==> src/rtl/dcsk_rx_pkg.sv <==
// Shared types and helpers for the DCSK demodulator control unit.
// Spread-factor decoding lives here so the FSM and any future data-path code agree on it.
package dcsk_rx_pkg;

    localparam int FRAME_CHIPS_DEF = 64;

    typedef enum logic [2:0] {
        DS_IDLE  = 3'd0,
        DS_REF   = 3'd1,
        DS_DATA  = 3'd2,
        DS_FLUSH = 3'd3,
        DS_HOLD  = 3'd4
    } demod_state_t;

    // Unsupported spread factors fall back to the smallest legal one (2).
    function automatic logic [2:0] sf_to_log2(input logic [4:0] sf);
        logic [2:0] lg_s;
        case (sf)
            5'd2:    lg_s = 3'd1;
            5'd4:    lg_s = 3'd2;
            5'd8:    lg_s = 3'd3;
            5'd16:   lg_s = 3'd4;
            default: lg_s = 3'd1;
        endcase
        return lg_s;
    endfunction

    function automatic logic [3:0] sf_to_last(input logic [4:0] sf);
        logic [3:0] last_s;
        case (sf)
            5'd2:    last_s = 4'd1;
            5'd4:    last_s = 4'd3;
            5'd8:    last_s = 4'd7;
            5'd16:   last_s = 4'd15;
            default: last_s = 4'd1;
        endcase
        return last_s;
    endfunction

    // Bits per frame: one bit spans 2*SF chips.
    function automatic logic [4:0] sf_to_nbits(input logic [4:0] sf, input int frame_chips);
        return 5'(frame_chips >> (sf_to_log2(sf) + 3'd1));
    endfunction

endpackage

==> src/rtl/dcsk_demod_ctrl.sv <==
// DCSK demodulator control: sequences reference/data half-bits, steers the bit decision
// into the serial-to-parallel register and hands finished frames out over valid/ready.
module dcsk_demod_ctrl
    import dcsk_rx_pkg::*;
#(
    parameter int FRAME_CHIPS = FRAME_CHIPS_DEF
) (
    input  logic       Clk,
    input  logic       N_Rst,
    input  logic       Frame_Start,
    input  logic       In_Valid,
    output logic       In_Ready,
    input  logic [4:0] Spread_Factor,
    input  logic       Correlated_Bit,
    output logic [3:0] Var_Del_Reg_Addr,
    output logic       Var_Del_Reg_Load,
    output logic       Var_Del_Reg_Re,
    output logic       Ones_Count_Inc,
    output logic       Zeros_Count_Inc,
    output logic       Ones_Zeros_Count_Clr,
    output logic       STP_Out_Reg_Load,
    output logic [4:0] STP_Out_Reg_Addr,
    output logic       STP_Out_Reg_Re,
    output logic       Out_Valid,
    input  logic       Out_Ready,
    output logic [4:0] Out_Bits
);

    localparam logic [2:0] S_IDLE  = DS_IDLE;
    localparam logic [2:0] S_REF   = DS_REF;
    localparam logic [2:0] S_DATA  = DS_DATA;
    localparam logic [2:0] S_FLUSH = DS_FLUSH;
    localparam logic [2:0] S_HOLD  = DS_HOLD;

    logic [2:0] state_r,     state_nxt_s;
    logic [3:0] chip_idx_r,  chip_idx_nxt_s;
    logic [4:0] bit_idx_r,   bit_idx_nxt_s;
    logic [3:0] sf_last_r,   sf_last_nxt_s;
    logic [4:0] nbits_r,     nbits_nxt_s;
    logic       wr_pend_r,   wr_pend_nxt_s;
    logic       in_ready_r;
    logic       out_valid_r;
    logic       stp_re_r;
    logic [4:0] out_bits_r;

    logic       acc_s;
    logic       start_s;
    logic       last_chip_s;
    logic       last_bit_s;
    logic       active_s;

    assign active_s    = (state_r == S_IDLE) || (state_r == S_REF) || (state_r == S_DATA);
    assign acc_s       = In_Valid & in_ready_r;
    assign start_s     = Frame_Start & active_s;
    assign last_chip_s = (chip_idx_r == sf_last_r);
    assign last_bit_s  = (bit_idx_r == (nbits_r - 5'd1));

    // Next-state logic; a Frame_Start while accepting chips always restarts the frame.
    always_comb begin
        state_nxt_s    = state_r;
        chip_idx_nxt_s = chip_idx_r;
        bit_idx_nxt_s  = bit_idx_r;
        sf_last_nxt_s  = sf_last_r;
        nbits_nxt_s    = nbits_r;
        wr_pend_nxt_s  = 1'b0;
        if (start_s) begin
            state_nxt_s    = S_REF;
            chip_idx_nxt_s = acc_s ? 4'd1 : 4'd0;
            bit_idx_nxt_s  = 5'd0;
            sf_last_nxt_s  = sf_to_last(Spread_Factor);
            nbits_nxt_s    = sf_to_nbits(Spread_Factor, FRAME_CHIPS);
        end else begin
            case (state_r)
                S_IDLE: begin
                    state_nxt_s = S_IDLE;
                end
                S_REF: begin
                    if (acc_s && last_chip_s) begin
                        state_nxt_s    = S_DATA;
                        chip_idx_nxt_s = 4'd0;
                    end else if (acc_s) begin
                        chip_idx_nxt_s = chip_idx_r + 4'd1;
                    end else begin
                        chip_idx_nxt_s = chip_idx_r;
                    end
                end
                S_DATA: begin
                    if (acc_s && last_chip_s) begin
                        chip_idx_nxt_s = 4'd0;
                        if (last_bit_s) begin
                            state_nxt_s = S_FLUSH;
                        end else begin
                            state_nxt_s   = S_REF;
                            bit_idx_nxt_s = bit_idx_r + 5'd1;
                            wr_pend_nxt_s = 1'b1;
                        end
                    end else if (acc_s) begin
                        chip_idx_nxt_s = chip_idx_r + 4'd1;
                    end else begin
                        chip_idx_nxt_s = chip_idx_r;
                    end
                end
                S_FLUSH: begin
                    state_nxt_s = S_HOLD;
                end
                S_HOLD: begin
                    state_nxt_s = Out_Ready ? S_IDLE : S_HOLD;
                end
                default: begin
                    state_nxt_s = S_IDLE;
                end
            endcase
        end
    end

    // Data-path strobes; the pending bit write shares its cycle with the next reference chip.
    always_comb begin
        Var_Del_Reg_Addr     = 4'd0;
        Var_Del_Reg_Load     = 1'b0;
        Var_Del_Reg_Re       = 1'b0;
        Ones_Count_Inc       = 1'b0;
        Zeros_Count_Inc      = 1'b0;
        Ones_Zeros_Count_Clr = 1'b0;
        STP_Out_Reg_Load     = 1'b0;
        STP_Out_Reg_Addr     = 5'd0;
        if (start_s) begin
            Var_Del_Reg_Load     = acc_s;
            Ones_Zeros_Count_Clr = 1'b1;
        end else begin
            case (state_r)
                S_REF: begin
                    Var_Del_Reg_Addr     = chip_idx_r;
                    Var_Del_Reg_Load     = acc_s;
                    STP_Out_Reg_Load     = wr_pend_r;
                    STP_Out_Reg_Addr     = wr_pend_r ? (bit_idx_r - 5'd1) : 5'd0;
                    Ones_Zeros_Count_Clr = wr_pend_r;
                end
                S_DATA: begin
                    Var_Del_Reg_Addr = chip_idx_r;
                    Var_Del_Reg_Re   = 1'b1;
                    Ones_Count_Inc   = acc_s & Correlated_Bit;
                    Zeros_Count_Inc  = acc_s & ~Correlated_Bit;
                end
                S_FLUSH: begin
                    STP_Out_Reg_Load     = 1'b1;
                    STP_Out_Reg_Addr     = bit_idx_r;
                    Ones_Zeros_Count_Clr = 1'b1;
                end
                default: begin
                    Var_Del_Reg_Addr = 4'd0;
                end
            endcase
        end
    end

    // State, counters and handshake outputs.
    always_ff @(posedge Clk or negedge N_Rst) begin
        if (!N_Rst) begin
            state_r     <= S_IDLE;
            chip_idx_r  <= 4'd0;
            bit_idx_r   <= 5'd0;
            sf_last_r   <= sf_to_last(5'd2);
            nbits_r     <= sf_to_nbits(5'd2, FRAME_CHIPS);
            wr_pend_r   <= 1'b0;
            in_ready_r  <= 1'b0;
            out_valid_r <= 1'b0;
            stp_re_r    <= 1'b0;
            out_bits_r  <= 5'd0;
        end else begin
            state_r     <= state_nxt_s;
            chip_idx_r  <= chip_idx_nxt_s;
            bit_idx_r   <= bit_idx_nxt_s;
            sf_last_r   <= sf_last_nxt_s;
            nbits_r     <= nbits_nxt_s;
            wr_pend_r   <= wr_pend_nxt_s;
            in_ready_r  <= (state_nxt_s == S_IDLE) || (state_nxt_s == S_REF) ||
                           (state_nxt_s == S_DATA);
            out_valid_r <= (state_nxt_s == S_HOLD);
            stp_re_r    <= (state_nxt_s == S_HOLD);
            out_bits_r  <= (state_nxt_s == S_HOLD) ? nbits_nxt_s : 5'd0;
        end
    end

    assign In_Ready       = in_ready_r;
    assign Out_Valid      = out_valid_r;
    assign STP_Out_Reg_Re = stp_re_r;
    assign Out_Bits       = out_bits_r;

endmodule
==> config.mk <==
export PLATFORM = sky130hd
export DESIGN_NAME = dcsk_demod_ctrl
export DESIGN_NICKNAME = d
export VERILOG_FILES = /design/src/rtl/dcsk_rx_pkg.sv /design/src/rtl/dcsk_demod_ctrl.sv
export SDC_FILE = /design/constraint.sdc
export NUM_CORES = 1
export LEC_CHECK = 0
export ABC_AREA = 0
export CORE_MARGIN = 2
export CORE_UTILIZATION = 45
export CTS_CLUSTER_DIAMETER = 150
export CTS_CLUSTER_SIZE = 16
export DETAILED_ROUTE_END_ITERATION = 6
export PLACE_DENSITY_LB_ADDON = 0.08
export SYNTH_ARGS = -nofsm -noshare
export SYNTH_HDL_FRONTEND = slang
export SYNTH_SLANG_ARGS = --single-unit
export TNS_END_PERCENT = 30
==> constraint.sdc <==
create_clock -name Clk -period 5.1 [get_ports Clk]
set_clock_uncertainty 0.15 [all_clocks]
set_input_delay 1.275 -clock Clk [delete_from_list [all_inputs] [get_ports Clk]]
set_output_delay 1.275 -clock Clk [all_outputs]
set_load 0.005 [all_outputs]
==> impl_metrics.tcl, run 1 <==
set metrics [dict create \
    grt_pass1_wl_um 6270 \
    yosysSeqAreaShare_pct 41.1 \
    ys_seq_elements 28 \
    hp-class "register to register" \
    synthFlopType "dfrtp_1" \
    power_density_mw_per_mm2 322 \
    maxCapViolCount 0 \
    r2r_cells 5 \
    worst_pin_slew_ns 0.533 \
    ir_drop_uv 202 \
    htreeDepth 1 \
    synth_top_area_cell "dfrtp_1" \
    clockRootBuffer "clkbuf_8" \
    syn_area_per_cell_sq_um 8.90 \
    die_h_um 65.6 \
    postCtsResizedCells 0 \
    critPathArrivalTime_ns 3.06 \
    path_clk_slew_ns 0.09 \
    postCtsSetupBuffers 0 \
    crit_type "primary input to output pin" \
    cts_buffers 3 \
    finalCritPeriodShare_pct 88.0 \
    area_growth_pct 24.2 \
    portBuffers 33 \
    grt_usage_pct 19.1 \
    dieArea_sq_mm 0.00431 \
    slew_viol_final 0 \
    wl_per_cell_um 13.9 \
    post_drt_via_cell_ratio 5.40 \
    synth_most_common_cell "dfrtp_1" \
    io_pins 34 \
    startpoint "Frame_Start" \
    hpwl_um 2840 \
    crit_path_start_kind "primary input" \
    clk-insertion-delay-late_ns 0.28 \
    crit_fanout 7 \
    gp_congestion 0.784 \
    period_needed_ns 4.49 \
    synth-edff-count 0 \
    grt_start_max_net_pins 29 \
    ant_nets 0 \
    required_ns 3.67 \
    final.setup.tns_ns 0 \
    slew_headroom_pct 64.5 \
    vias 1446 \
    crit_end "STP_Out_Reg_Addr[2]" \
    fillCellCount 336 \
    layout.nets 236 \
    antenna_found_initial 0 \
    final_cells 268 \
    grt_overflow 0 \
    worstReg2RegEnd "Out_Bits[1]$_DFF_PN0_" \
    endpoint_kind "output pin" \
    wl_um 3730 \
    synth_fp_nets 207 \
    holdWs_ns 0.357 \
    preCtsSetupSlack_ns 0.615 \
    synth.distinct_cells 46 \
    synth-async-reset-ratio_pct 100 \
    cts_tree "yes" \
    rows 22 \
    die_w_um 65.6 \
    initial_core_util_pct 46.7 \
    ys_warn_count 0 \
    drive_gt1_share_pct 6.82 \
    finalHoldViolations 0 \
    drt-initial-drc-count 64 \
    drt_first_pass_iters 4 \
    syn_inst 192 \
    rsz0062_at_grt "false" \
    grt_pass1_vias 1407 \
    dp.cells 264 \
    worst_slack_ns 0.612 \
    clock_sinks 28 \
    synth.top_cell.area_share_pct 39.5 \
    rr_startpoint "state_r[1]$_DFF_PN0_" \
    synth_area_leaders "dfrtp_1 40%, nand2_1 4.2%, a21oi_1 4.1%, nor3_1 3.2%, xor2_1 3.1%" \
    r2r_slack_ns 2.83 \
    status "complete, no violations" \
    cellLeakagePower_nw 0.944 \
    drc_errors 0 \
    cts_hold_repair.buffers 0 \
    cts.path.max_buffers 2 \
    syn_area_sq_mm 0.00171 \
    antennaDiodeCount 0 \
    clock.fmax_ghz 0.223 \
    finalSetupViolCount 0 \
    synth_commonest_cells "27 x dfrtp_1, 19 x nand2_1, 14 x a21oi_1, 13 x nor2_1" \
    core_sq_mm 0.00366 \
]
## through the flow
stage	cell area, sq um	power (mW)	utilization [%]
finish	2120	0.683	58.0
global route	2120	0.732	58.0
CTS	2120	0.691	58.0
floorplan	1710	0.430	-
global placement	2050	0.504	56.0
detailed placement	2050	0.512	56.0
## where the power goes
part | internal [mW] | switching [mW]
logic | 0.109 | 0.110
clock network | 0.105 | 0.0730
registers | 0.248 | 0.0381
## cell usage in the layout (no fill, tap or decap), types with 4 or more instances in the layout
cell type	n
nor2b_1	4
ha_1	4
or3_1	5
xnor2_1	5
and2_1	7
nor3_1	11
o21ai_0	7
nor2_1	13
clkdlybuf4s50_1	33
xor2_1	6
a21oi_1	14
inv_1	11
nand2_1	19
nand2b_1	5
nand3_1	4
dfrtp_1	27
or4_1	5
## state kept, by name, summed over array words and instances, names as in the netlist
signal	count
Out_Bits	5
wr_pend_r	1
STP_Out_Reg_Re	1
state_r	3
sf_last_r	3
bit_idx_r	5
chip_idx_r	4
nbits_r	5
In_Ready	1
## worst min path at each step
| stage | from | end | slack, ns | depth (start not counted) |
|---|---|---|---|---|
| floorplan | sf_last_r[3]$_DFFE_PN0P_ | sf_last_r[3]$_DFFE_PN0P_ | 0.32 | 2 |
| global placement | sf_last_r[1]$_DFFE_PN0P_ | sf_last_r[1]$_DFFE_PN0P_ | 0.34 | 1 |
| detailed placement | sf_last_r[1]$_DFFE_PN0P_ | sf_last_r[1]$_DFFE_PN0P_ | 0.34 | 1 |
| CTS | sf_last_r[1]$_DFFE_PN0P_ | sf_last_r[1]$_DFFE_PN0P_ | 0.36 | 1 |
| global route | sf_last_r[1]$_DFFE_PN0P_ | sf_last_r[1]$_DFFE_PN0P_ | 0.39 | 1 |
| finish | sf_last_r[1]$_DFFE_PN0P_ | sf_last_r[1]$_DFFE_PN0P_ | 0.36 | 1 |
## cell type report
type                            count  area, sq um  area share, %
Sequential cell                    28          702           33.1
Timing Repair Buffer               36          353           16.6
Tap cell                           48         60.1           2.83
Clock buffer                        3         41.3           1.94
Inverter                           11         41.3           1.94
Multi-Input combinational cell    141          896           42.2
Clock inverter                      1         30.0           1.41
## worst max-delay path, cell delays in order
cell and delay [ns]:
clkdlybuf4s50_1 0.51, nand2b_1 0.25, or3_1 0.36, a21oi_1 0.15
clkdlybuf4s50_1 0.52
## cells by family (layout without fill, tap and decap cells)
logic type                 after synthesis  after routing  share of synthesized area, %
muxes                                    4              4                          2.42
AOI/OAI and AO/OA                       38             38                          14.9
adders and majority gates                4              4                          2.93
xor gates and xnor gates                11             11                          5.64
and+or+nand+nor                         84             84                          26.6
DFF                                     28             28                          41.1
buffers and inverters                   23             51                          6.52
## metal layers
metal | part of all wire, % | global-route usage [%] | wire length [um]
met2 | 51 | 35.0 | 1890
met4 | 0.59 | 4.69 | 22
met5 | 0 | 0 | 0
met1 | 44 | 22.5 | 1650
met3 | 4.5 | 4.11 | 167
Power figures use the tool's default switching activity.
==> run 2, diff against run 1 <==
--- a/config.mk
+++ b/config.mk
@@ -5,7 +5,6 @@
 export SDC_FILE = /design/constraint.sdc
 export NUM_CORES = 1
 export LEC_CHECK = 0
-export ABC_AREA = 0
 export CORE_MARGIN = 2
 export CORE_UTILIZATION = 45
 export CTS_CLUSTER_DIAMETER = 150
==> results of run 2 <==
The final DEF is identical to that of run 1; final timing and power are the same.
